--- src/rtl/bconv1_pkg.sv ---
// Shared constants for the binary conv-1 processing element: geometry,
// FSM state encoding and configuration word layout.
package bconv1_pkg;

  localparam int DEF_NCH = 8;
  localparam int DEF_WIN = 7;

  localparam int CFG_W       = 11;
  localparam int CFG_THR_LSB = 0;
  localparam int CFG_WGT_LSB = 4;
  localparam int THR_W       = 4;

  localparam logic [THR_W-1:0] THR_RST = 4'd4;

  typedef enum logic [1:0] {
    ST_IDLE  = 2'd0,
    ST_RUN   = 2'd1,
    ST_FLUSH = 2'd2,
    ST_DONE  = 2'd3
  } state_e;

endpackage

--- src/rtl/bconv_xnor_pop.sv ---
// Binary dot product of one window against one weight pattern:
// count of bit positions where the two agree.
module bconv_xnor_pop
  import bconv1_pkg::*;
#(
  parameter int WIN   = DEF_WIN,
  parameter int POP_W = $clog2(WIN + 1)
) (
  input  logic [WIN-1:0]   win_i,
  input  logic [WIN-1:0]   wgt_i,
  output logic [POP_W-1:0] pop_o
);

  logic [WIN-1:0] match;

  always_comb begin
    match = ~(win_i ^ wgt_i);
    pop_o = '0;
    for (int i = 0; i < WIN; i++) begin
      pop_o = pop_o + POP_W'(match[i]);
    end
  end

endmodule

--- src/rtl/bconv1_pe.sv ---
// Binary 1-D convolution PE: NCH XNOR-popcount channels with per-channel
// thresholds, two-stage pipeline, frame-level FSM (IDLE/RUN/FLUSH/DONE).
module bconv1_pe
  import bconv1_pkg::*;
#(
  parameter int NCH = DEF_NCH,
  parameter int WIN = DEF_WIN
) (
  input  logic             clk,
  input  logic             rst_n,
  input  logic [WIN-1:0]   slide_data,
  input  logic             ecg_data_val,
  input  logic             trans_done,
  input  logic             cfg_we,
  input  logic [2:0]       cfg_addr,
  input  logic [CFG_W-1:0] cfg_wdata,
  input  logic             restart,
  output logic [NCH-1:0]   act_out,
  output logic             act_val,
  output logic [8:0]       win_cnt,
  output logic             frame_done,
  output logic             busy
);

  localparam int POP_W = $clog2(WIN + 1);

  state_e            state_q;
  logic              flush_q;
  logic [8:0]        win_cnt_q;
  logic              frame_done_q;
  logic              accept_d;
  logic              cfg_en_d;

  logic [WIN-1:0]    wgt_q    [NCH];
  logic [THR_W-1:0]  thr_q    [NCH];
  logic [POP_W-1:0]  pop_d    [NCH];
  logic [POP_W-1:0]  pop_p1_q [NCH];
  logic [THR_W-1:0]  thr_p1_q [NCH];
  logic              vld_p1_q;
  logic [NCH-1:0]    act_d;
  logic [NCH-1:0]    act_p2_q;
  logic              vld_p2_q;

  function automatic logic thr_hit(input logic [POP_W-1:0] pop,
                                   input logic [THR_W-1:0] thr);
    return 32'(pop) >= 32'(thr);
  endfunction

  assign accept_d = (state_q == ST_RUN) || (state_q == ST_IDLE && ecg_data_val);
  assign cfg_en_d = cfg_we && (state_q == ST_IDLE || state_q == ST_DONE);

  always_ff @(posedge clk or negedge rst_n) begin
    if (!rst_n) begin
      state_q      <= ST_IDLE;
      flush_q      <= 1'b0;
      win_cnt_q    <= '0;
      frame_done_q <= 1'b0;
    end else begin
      frame_done_q <= 1'b0;
      case (state_q)
        ST_IDLE: begin
          if (ecg_data_val) begin
            win_cnt_q <= 9'd1;
            flush_q   <= 1'b0;
            state_q   <= trans_done ? ST_FLUSH : ST_RUN;
          end
        end
        ST_RUN: begin
          if (win_cnt_q != 9'h1FF) win_cnt_q <= win_cnt_q + 9'd1;
          if (trans_done) begin
            flush_q <= 1'b0;
            state_q <= ST_FLUSH;
          end
        end
        ST_FLUSH: begin
          // Two flush cycles drain both pipeline stages before DONE.
          if (flush_q) begin
            state_q      <= ST_DONE;
            frame_done_q <= 1'b1;
          end else begin
            flush_q <= 1'b1;
          end
        end
        ST_DONE: begin
          if (restart) state_q <= ST_IDLE;
        end
        default: state_q <= ST_IDLE;
      endcase
    end
  end

  always_ff @(posedge clk or negedge rst_n) begin
    if (!rst_n) begin
      for (int c = 0; c < NCH; c++) begin
        wgt_q[c] <= '0;
        thr_q[c] <= THR_RST;
      end
    end else if (cfg_en_d) begin
      for (int c = 0; c < NCH; c++) begin
        if (32'(cfg_addr) == c) begin
          wgt_q[c] <= cfg_wdata[CFG_WGT_LSB +: WIN];
          thr_q[c] <= cfg_wdata[CFG_THR_LSB +: THR_W];
        end
      end
    end
  end

  for (genvar c = 0; c < NCH; c++) begin : g_ch
    bconv_xnor_pop #(.WIN(WIN), .POP_W(POP_W)) u_pop (
      .win_i (slide_data),
      .wgt_i (wgt_q[c]),
      .pop_o (pop_d[c])
    );
  end

  // Stage 1: popcount plus the threshold in force when the window was accepted.
  always_ff @(posedge clk) begin
    if (accept_d) begin
      pop_p1_q <= pop_d;
      thr_p1_q <= thr_q;
    end
  end

  always_comb begin
    act_d = '0;
    for (int c = 0; c < NCH; c++) begin
      act_d[c] = thr_hit(pop_p1_q[c], thr_p1_q[c]);
    end
  end

  // Stage 2: thresholded activation; holds its value between valid results.
  always_ff @(posedge clk or negedge rst_n) begin
    if (!rst_n) begin
      vld_p1_q <= 1'b0;
      vld_p2_q <= 1'b0;
      act_p2_q <= '0;
    end else begin
      vld_p1_q <= accept_d;
      vld_p2_q <= vld_p1_q;
      if (vld_p1_q) act_p2_q <= act_d;
    end
  end

  assign act_out    = act_p2_q;
  assign act_val    = vld_p2_q;
  assign win_cnt    = win_cnt_q;
  assign frame_done = frame_done_q;
  assign busy       = (state_q == ST_RUN) || (state_q == ST_FLUSH);

endmodule

--- config.mk ---
export PLATFORM = sky130hd
export DESIGN_NAME = bconv1_pe
export DESIGN_NICKNAME = d
export VERILOG_FILES = /design/src/rtl/bconv1_pkg.sv /design/src/rtl/bconv_xnor_pop.sv /design/src/rtl/bconv1_pe.sv
export SDC_FILE = /design/constraint.sdc
export NUM_CORES = 1
export LEC_CHECK = 0
export ABC_CLOCK_PERIOD_IN_PS = 8200
export CAP_MARGIN = 20
export CORE_UTILIZATION = 62
export CTS_BUF_LIST = sky130_fd_sc_hd__clkbuf_4 sky130_fd_sc_hd__clkbuf_8 sky130_fd_sc_hd__clkbuf_16
export CTS_CLUSTER_DIAMETER = 30
export DETAILED_ROUTE_END_ITERATION = 6
export DONT_BUFFER_PORTS = 1
export PLACE_DENSITY = 0.81
export SLEW_MARGIN = 15
export SYNTH_ARGS = -nofsm -noshare
export SYNTH_HDL_FRONTEND = slang
export SYNTH_HIERARCHICAL = 1
export SYNTH_SLANG_ARGS = --single-unit
--- constraint.sdc ---
create_clock -name clk -period 8.2 [get_ports clk]
set_input_delay 2.05 -clock clk [delete_from_list [all_inputs] [get_ports clk]]
set_output_delay 2.05 -clock clk [all_outputs]
set_load 0.1 [all_outputs]
# Word-level counts from Yosys, hierarchy flattened
# Index checks and enable logic that the tools add are counted.
# totals
in_bits	27
wordCells	162
ff_bits	167
# op_classes
n_eq_ne	16
bitwise	16
n_lt_le_gt_ge	8
n_mux	14
add_sub_neg	49
n_reduce_logical	20
# op_table
operator	count
$add 3x1->3	40
$not 7->7	8
$xor 7x7->7	8
$ge 3x4->1	8
$mux 9	2
$pmux 9 s2	1
$add 1x1->2	8
$reduce_and 2->1	8
$eq 3x3->1 const B	4
$mux 2	5
$add 9x1->9 const B	1
$ne 9x9->1 const B	1
$ne 2x2->1 const B	4
$pmux 2 s4	1
$eq 3x2->1 const B	2
$reduce_and 3->1	2
$eq 2x2->1 const B	2
$mux 1	4
$reduce_and 4->1	1
$eq 3x1->1 const B	1
$logic_not 3->1	1
$logic_or 1x1->1	3
$pmux 1 s3	1
$reduce_bool 3->1	1
5 further kinds	6

# Logic depth before layout (Yosys ltp)
# Gate-level depths: netlist of the first run.
# depth
word_depth	8
mapped_depth	8

# Cells and area by module
# Netlist of the first run, hierarchy kept.
# modules_own_cells
module	instances	seq_area_each_um2	cells_per_inst	area_each_um2
bconv1_pe	1	4469.3	427	6734.0
bconv_xnor_pop	8	0.0	14	152.6

# Worst setup path after synthesis of the first run
# Ideal clock, no wire load.
# synth_timing
kind	input -> register
from	input slide_data[1]
to	register pop_p1_q[10] (netlist bit) (data pin)
required_ns	7.931
arrival_time_ns	4.124
stages	7
slack_ns	3.807
path_buffers	0
path_cell_list	xnor2_1 > fa_1 > fa_1 > inv_1 > fa_1 > inv_1 > fa_1
# synth_rtl
element	line	text
from (decl)	bconv1_pe.sv:11	input logic [WIN-1:0] slide_data,
to (signal assigned)	bconv1_pe.sv:119	pop_p1_q <= pop_d;
to (decl)	bconv1_pe.sv:37	logic [POP_W-1:0] pop_p1_q [NCH];

==> results of run 1 <==
[state kept, by name, indices dropped and copies added (netlist names), 2 cells and up]
name / flops
wgt_q: 56
win_cnt: 9
thr_p1_q: 32
act_out: 8
pop_p1_q: 24
thr_q: 32
state_q: 2
[worst max-delay path by stage]
stage / slack, ns / from / end / depth (start not counted)
after floorplan: 3.81 / slide_data[1] / pop_p1_q[10] / 7
after global placement: 3.72 / slide_data[0] / pop_p1_q[19] / 7
after detailed placement: 3.65 / slide_data[1] / pop_p1_q[22] / 7
after CTS: 4.12 / slide_data[1] / pop_p1_q[4] / 7
after global routing: 4.00 / slide_data[1] / pop_p1_q[19] / 7
final: 4.11 / slide_data[1] / pop_p1_q[4] / 7
[synthesized netlist by cell type, types with 4 or more instances]
library cell / n
xnor2_1: 40
mux2_2: 87
fa_1: 32
o41ai_1: 8
a211oi_1: 8
inv_1: 54
nor2b_1: 4
nand2b_1: 12
nor2_1: 12
ha_1: 31
dfstp_2: 8
mux2i_1: 9
buf_4: 4
edfxtp_1: 56
dfrtp_1: 103
xor2_1: 16
nand2_1: 16
[metal layers]
metal	wire length, µm	up-vias
met5	0	-
met4	231	0
met3	717	15
met2	6821	84
met1	6050	2065
li1	-	1874
[cell type report]
type | instances | area share (%)
flip-flops and latches | 167 | 51.05
multi-input cells | 308 | 36.72
clock inverters | 14 | 2.272
inverters | 54 | 2.315
repair buffers | 2 | 0.1715
clock buffers | 18 | 5.016
well taps | 172 | 2.458
[through the flow]
stage	hold WS, ns	cells	cell area (µm²)	setup slack (ns)	utilization (%)
3_3_place_gp	0.3559	703	8114	3.721	64.56
3_5_place_dp	0.3641	703	8114	3.653	64.56
4_1_cts	0.3788	735	8752	4.117	69.64
2_1_floorplan	0.3537	539	7955	3.807	-
5_1_grt	0.4000	735	8755	3.997	69.66
6_report	0.3765	735	8755	4.112	69.66
[cell families after synthesis]
kind of cell | synth area share, %
simple gates | 4.765
mux | 13.83
buf+inv | 3.444
compound gates | 2.690
flops | 56.18
fa+ha+maj | 12.93
xor+xnor | 6.165
==> results.py, run 1 <==
metrics = {
    "yosys": {
        "yosysSeqAreaShare_pct": 56.18,
        "synth_area_leaders": "dfrtp_1 (32%), edfxtp_1 (21%), mux2_2 (12%), fa_1 (8.1%), ha_1 (4.9%)",
        "synth_nets": 629,
        "synth_cell_type_count": 39,
        "syn_avg_cell_area_um2": 14.76,
        "syn_area_um2": 7955,
        "ys.flop_type": "dfrtp_1",
        "synthCells": 539,
        "synth.ff_latch_count": 167,
        "synth_warnings": 6,
        "synth_top_area_share_pct": 32.40,
        "synthArstFlopShare_pct": 66.47,
        "synth_edf_count": 56,
        "synth.largest_area_cell": "dfrtp_1",
    },
    "clock_network": {
        "clk_latency_ns": 0.43,
        "path_clk_slew_ns": 0.06,
        "cts_tree": "built",
        "holdBufCountCts": 0,
        "numCtsBuffers": 17,
        "cts.sinks": 167,
        "root_buffer": "clkbuf_16",
        "htree_levels": 4,
        "clockBufferDepth": 2,
        "cts_setup_buffers": 0,
        "cts.repair.resized": 0,
    },
    "sta": {
        "layout_min_cycle_time_ns": 4.088,
        "hold_viol_final": 0,
        "finalSetupViolations": 0,
        "finalClockSkew_ns": 0.008246,
        "drv_slew": 0,
        "fmax_ghz": 0.2446,
        "tns_ns": 0,
        "min_period_over_period_pct": 49.85,
        "rsz0062_at_grt": "false",
        "tightest_slew_ns": 1.048,
        "slew_headroom_pct": 30.12,
    },
    "worst_setup_path": {
        "r2r_setup_slack_ns": 5.26,
        "cp_slowest_cell": "fa_1",
        "r2r_end": "wgt_q[18]",
        "cpMostUsedCell": "fa_1",
        "worst-path-max-fanout": 8,
        "worst-path-buf-inv": 2,
        "startpoint_type": "input port",
        "cp-end-kind": "register",
        "r2r_start": "state_q[0]",
        "path_cells": "xnor2_1 > fa_1 > fa_1 > inv_1 > fa_1 > inv_1 > fa_1",
        "arrival_ns": 4.26,
        "r2r_cells": 5,
        "cp_top_family": "adder cells",
        "critical-path-max-stage-delay_ns": 0.54,
        "critPathKind": "input port to register",
        "cp.required_ns": 8.37,
    },
    "route": {
        "antenna_left": 0,
        "wl_per_cell_um": 18.80,
        "vias": 4038,
        "first_pass_iters": 4,
        "via_per_inst": 5.494,
        "wl_um": 13820,
        "drtIter0Drc": 208,
        "drc": 0,
    },
    "global_routing": {
        "grt_pass1_vias": 4332,
        "met1_usage_pct": 31.22,
        "overflow": 0,
        "met2_usage_pct": 36.67,
        "grt_start_max_net_pins": 112,
        "grt.busiest_layer": "met2",
        "use_met3_pct": 5.693,
        "grt_pass1_wl_um": 22450,
        "grt_usage_pct": 23.28,
        "antenna_found_initial": 0,
    },
    "hold_path": {
        "hold_end": "act_val",
        "hp-class": "register to register",
        "worstHoldStart": "vld_p1_q",
        "min_path_cells": 0,
    },
    "run_status": {
        "outcome": "completed",
    },
    "layout": {
        "multi_input_area_um2": 3214,
        "final_nets": 640,
        "fillCellCount": 822,
        "synthToLayoutAreaGrowth_pct": 10.05,
        "layout_common_cells": "dfrtp_1 (103), mux2_2 (87), edfxtp_1 (56), inv_1 (54), xnor2_1 (40)",
        "diodes": 0,
        "drive_gt1_share_pct": 24.51,
        "seq_area_um2": 4469,
        "final_common_cell": "dfrtp_1",
    },
    "floorplan": {
        "io_pins": 47,
        "dieWidth_um": 115.3,
        "dieArea_um2": 13290,
        "start_util_pct": 63.30,
        "die_h_um": 115.3,
        "core_um2": 12570,
        "core.rowCount": 41,
    },
    "flow_run": {
        "maxCapViolCount": 0,
    },
    "placed_design": {
        "io_buffers": 0,
        "dpl.hpwl_um": 9572,
        "finalWeightedCongestion": 0.7732,
    },
}
Power of run 1 is left out: the tool's default activity adds up to more than one toggle a clock period on the data nets, which glitch-free logic cannot reach.
==> inputs of run 2 (changes only) <==
--- a/config.mk
+++ b/config.mk
@@ -5,14 +5,14 @@
 export SDC_FILE = /design/constraint.sdc
 export NUM_CORES = 1
 export LEC_CHECK = 0
-export ABC_CLOCK_PERIOD_IN_PS = 8200
+export ABC_CLOCK_PERIOD_IN_PS = 3500
 export CAP_MARGIN = 20
-export CORE_UTILIZATION = 62
+export CORE_UTILIZATION = 57
 export CTS_BUF_LIST = sky130_fd_sc_hd__clkbuf_4 sky130_fd_sc_hd__clkbuf_8 sky130_fd_sc_hd__clkbuf_16
 export CTS_CLUSTER_DIAMETER = 30
 export DETAILED_ROUTE_END_ITERATION = 6
 export DONT_BUFFER_PORTS = 1
-export PLACE_DENSITY = 0.81
+export PLACE_DENSITY = 0.78
 export SLEW_MARGIN = 15
 export SYNTH_ARGS = -nofsm -noshare
 export SYNTH_HDL_FRONTEND = slang
==> constraint.sdc (replaced) <==
create_clock -name clk -period 3.5 [get_ports clk]
set_input_delay 0.875 -clock clk [delete_from_list [all_inputs] [get_ports clk]]
set_output_delay 0.875 -clock clk [all_outputs]
set_load 0.1 [all_outputs]
==> results.py, run 2 (synthesis gave the netlist of run 1 again) <==
metrics = {
    "layout": {
        "drive_gt1_share_pct": 25.22,
        "reg_top3": "wgt_q x56, thr_p1_q x32, thr_q x32",
        "largest_reg_flops": 56,
        "layout_common_cells": "dfrtp_1 (103), mux2_2 (87), edfxtp_1 (56), inv_1 (54), xnor2_1 (40)",
        "diodes": 0,
        "fillCellCount": 952,
        "final_nets": 648,
        "synthToLayoutAreaGrowth_pct": 10.08,
        "final_common_cell": "dfrtp_1",
        "top_register": "wgt_q",
    },
    "clock_network": {
        "clockBufferDepth": 2,
        "cts_setup_buffers": 0,
        "holdBufCountCts": 0,
        "cts.sinks": 167,
        "root_buffer": "clkbuf_16",
        "numCtsBuffers": 17,
        "cts_tree": "built",
        "cts.repair.resized": 0,
        "path_clk_slew_ns": 0.06,
        "htree_levels": 4,
        "clk_latency_ns": 0.42,
    },
    "worst_setup_path": {
        "cp-end-kind": "register",
        "critPathKind": "input port to register",
        "cp_slowest_cell": "fa_1",
        "arrival_ns": 3.12,
        "r2r_cells": 7,
        "path_cells": "xnor2_1 > fa_1 > fa_1 > inv_1 > fa_1 > inv_1 > fa_1",
        "worst-path-max-fanout": 8,
        "cpMostUsedCell": "fa_1",
        "critical-path-max-stage-delay_ns": 0.56,
        "cp.required_ns": 3.66,
        "startpoint_type": "input port",
    },
    "global_routing": {
        "grt_start_max_net_pins": 112,
        "grt_pass1_vias": 4474,
        "grt_usage_pct": 22.18,
        "overflow": 0,
        "grt_pass1_wl_um": 23680,
        "antenna_found_initial": 0,
    },
    "route": {
        "drtIter0Drc": 222,
        "wl_um": 14030,
        "antenna_left": 0,
        "first_pass_iters": 4,
        "drc": 0,
        "wl_per_cell_um": 18.78,
        "via_per_inst": 5.482,
        "vias": 4095,
    },
    "floorplan": {
        "core.rowCount": 42,
        "io_pins": 47,
        "die_h_um": 120.1,
        "start_util_pct": 59.37,
        "dieWidth_um": 120.1,
        "dieArea_um2": 14430,
        "core_um2": 13400,
    },
    "hold_path": {
        "hp-class": "input port to asynchronous set/reset pin",
    },
    "sta": {
        "tns_ns": 0,
        "finalSetupViolations": 0,
        "finalClockSkew_ns": 0.004544,
        "tightest_slew_ns": 1.002,
        "min_period_over_period_pct": 84.74,
        "slew_headroom_pct": 33.23,
        "layout_min_cycle_time_ns": 2.966,
        "fmax_ghz": 0.3372,
        "drv_slew": 0,
        "hold_viol_final": 0,
        "rsz0062_at_grt": "false",
    },
    "flow_run": {
        "maxCapViolCount": 0,
    },
    "placed_design": {
        "io_buffers": 0,
        "dpl.hpwl_um": 9862,
        "finalWeightedCongestion": 0.7752,
    },
    "run_status": {
        "outcome": "completed",
    },
}
-- run 2: path summary, 6_finish.rpt --
check / startpoint / to / slack (ns)
worst max-delay path: slide_data[0] / pop_p1_q[16] / 0.53
worst min-delay path: rst_n / win_cnt[4] / 0.15
worst max register to register: wgt_q[35] / pop_p1_q[16] / 0.55
worst min register to register: vld_p1_q / act_val / 0.37
max in group asynchronous: rst_n / thr_q[26] / 3.05
min in group clk: vld_p1_q / act_val / 0.37
-- run 2: area by class of cell --
cell class	instances	area [µm²]	share of cell area, %
Sequential cell	167	4469	51.04
Multi-Input combinational cell	308	3217	36.73
Clock buffer	21	467.9	5.344
Tap cell	176	220.2	2.515
Inverter	54	202.7	2.315
Clock inverter	11	105.1	1.200
Timing Repair Buffer	10	75.07	0.8573
-- run 2: metal layers --
| metal | track usage (%) | vias to the layer above | share of wire [%] |
|---|---|---|---|
| li1 | - | 1889 | - |
| met1 | 29.56 | 2115 | 44 |
| met2 | 35.56 | 71 | 50 |
| met3 | 5.086 | 20 | 4.1 |
| met4 | 8.438 | 0 | 1.8 |
| met5 | 0 | - | 0 |
-- run 2: metrics by stage --
stage	std cells	utilization (%)	setup WS, ns	hold slack, ns	instance area, µm²
floorplan	539	-	0.2816	0.3537	7955
global placement	715	61.07	0.1942	0.3600	8184
detailed placement	715	61.07	0.1065	0.3619	8184
CTS	747	65.35	0.5496	0.1305	8757
global route	747	65.35	0.4651	0.1305	8757
finish	747	65.35	0.5340	0.1501	8757
-- run 2: worst max-delay path, delay by kind of cell --
| kind | cells | cell delay, ns |
|---|---|---|
| buf+inv | 2 | 0.15 |
| xor+xnor | 1 | 0.22 |
| fa+ha+maj | 4 | 1.87 |
Power of run 2 is left out for the same reason.
==> inputs of run 3 (changes only) <==
--- a/config.mk
+++ b/config.mk
@@ -5,7 +5,7 @@
 export SDC_FILE = /design/constraint.sdc
 export NUM_CORES = 1
 export LEC_CHECK = 0
-export ABC_CLOCK_PERIOD_IN_PS = 3500
+export ABC_CLOCK_PERIOD_IN_PS = 2650
 export CAP_MARGIN = 20
 export CORE_UTILIZATION = 57
 export CTS_BUF_LIST = sky130_fd_sc_hd__clkbuf_4 sky130_fd_sc_hd__clkbuf_8 sky130_fd_sc_hd__clkbuf_16
==> constraint.sdc (replaced) <==
create_clock -name clk -period 2.65 [get_ports clk]
set_input_delay 0.6625 -clock clk [delete_from_list [all_inputs] [get_ports clk]]
set_output_delay 0.6625 -clock clk [all_outputs]
set_load 0.1 [all_outputs]
==> results.py, run 3 (synthesis gave the netlist of run 1 again) <==
metrics = {
    "run_status": {
        "outcome": "finished with violations",
        "violations": "negative hold slack, negative setup slack",
    },
    "worst_setup_path": {
        "arrival_ns": 2.90,
        "r2r_start": "wgt_q[0]",
        "critical-path-max-stage-delay_ns": 0.52,
        "worst-path-max-fanout": 2,
        "cp-startpoint": "wgt_q[0]",
        "r2r_cells": 7,
        "cp_slowest_cell": "fa_1",
        "cp-end-kind": "register",
        "path_cells": "xnor2_4 > fa_1 > fa_1 > inv_2 > fa_2 > inv_2 > fa_2",
        "critPathKind": "register to register",
        "cp.required_ns": 2.81,
        "startpoint_type": "register",
        "r2r_end": "pop_p1_q[1]",
        "r2r_setup_slack_ns": -0.08,
    },
    "global_routing": {
        "grt_start_max_net_pins": 112,
        "grt_pass1_wl_um": 24270,
        "overflow": 0,
        "grt_pass1_vias": 4713,
        "grt_usage_pct": 22.83,
        "antenna_found_initial": 0,
    },
    "sta": {
        "slew_headroom_pct": 41.98,
        "drv_slew": 0,
        "finalClockSkew_ns": 0.006204,
        "tightest_slew_ns": 0.8709,
        "min_period_over_period_pct": 103.2,
        "rsz0062_at_grt": "true",
        "finalSetupViolations": 7,
        "worst_slack_ns": -0.08349,
        "hold_viol_final": 103,
        "fmax_ghz": 0.3658,
        "layout_min_cycle_time_ns": 2.733,
        "hold_slack_ns": -0.06241,
    },
    "layout": {
        "final_nets": 666,
        "synthToLayoutAreaGrowth_pct": 15.84,
        "diodes": 0,
        "final_common_cell": "dfrtp_1",
        "layout_common_cells": "dfrtp_1 (95), mux2_2 (87), edfxtp_1 (56), inv_1 (41), ha_1 (31)",
        "top_register": "wgt_q",
        "largest_reg_flops": 56,
        "seq_area_um2": 4479,
        "multi_input_area_um2": 3480,
        "fillCellCount": 918,
        "reg_top3": "wgt_q x56, thr_p1_q x32, thr_q x32",
        "drive_gt1_share_pct": 35.99,
    },
    "placed_design": {
        "dpl.hpwl_um": 10150,
        "dpl_worst_slack_ns": -0.3243,
        "finalWeightedCongestion": 0.7868,
        "io_buffers": 0,
    },
    "floorplan": {
        "dieArea_um2": 14430,
        "dieWidth_um": 120.1,
        "io_pins": 47,
        "core.rowCount": 42,
        "die_h_um": 120.1,
        "core_um2": 13400,
        "start_util_pct": 59.37,
    },
    "route": {
        "wl_um": 14650,
        "wl_per_cell_um": 19.15,
        "drc": 0,
        "antenna_left": 0,
        "first_pass_iters": 4,
        "drtIter0Drc": 212,
        "vias": 4215,
        "via_per_inst": 5.510,
    },
    "flow_run": {
        "maxCapViolCount": 0,
    },
    "clock_network": {
        "cts_tree": "built",
        "cts.sinks": 167,
        "clockBufferDepth": 2,
        "numCtsBuffers": 17,
        "clk_latency_ns": 0.42,
        "htree_levels": 4,
        "root_buffer": "clkbuf_16",
        "path_clk_slew_ns": 0.06,
    },
    "hold_path": {
        "hp-class": "input port to asynchronous set/reset pin",
    },
}
## run 3: cell count changes in the layout (fill, tap and decap cells not counted), sizes merged
cell    delta
buf       +18
bufinv     +2
clkinv     -2
## run 3: routing by layer
metal | track usage (%) | part of all wire, %
met5 | 0 | 0
met2 | 36.85 | 50
met4 | 8.438 | 1.7
met3 | 5.941 | 4.3
met1 | 29.83 | 44
## run 3: cell type report
cell class	instances	area share [%]
clock buffers	21	4.942
clock inverters	11	1.684
inverters	54	2.200
multi-input cells	308	37.76
flip-flops and latches	167	48.61
well taps	176	2.390
repair buffers	28	2.417
## run 3: worst max-delay path, delay by kind of cell (launching register included)
family,cells,cell delay (ns)
xor gates and xnor gates,1,0.15
buffers and inverters,2,0.11
adders and majority gates,4,1.77
DFF,1,0.44
## run 3: repair_timing
item / CTS / global route
pin swaps: 14 / 2
cloned: 0 / 0
buffers inserted: 1 / 2
setup endpoints to repair: 8 / 10
hold endpoints to repair: 103 / 103
resized for setup: 6 / 12
## run 3: worst max path at each step
stage	to
final	pop_p1_q[1]
after global routing	pop_p1_q[19]
after CTS	pop_p1_q[19]
after detailed placement	pop_p1_q[22]
after global placement	pop_p1_q[1]
after floorplan	pop_p1_q[13]
## run 3: metrics by stage
| stage | instances | setup TNS (ns) | util (%) | instance area (µm²) | hold slack [ns] |
|---|---|---|---|---|---|
| global placement | 730 | -2.495 | 63.73 | 8539 | 0.3570 |
| floorplan | 539 | -1.369 | - | 8185 | 0.3537 |
| detailed placement | 730 | -3.348 | 63.73 | 8539 | 0.3637 |
| CTS | 763 | -0.3645 | 68.48 | 9176 | -0.08471 |
| finish | 765 | -0.3295 | 68.77 | 9215 | -0.06241 |
| global route | 765 | -0.7998 | 68.77 | 9215 | -0.08668 |
Power of run 3 is left out for the same reason.
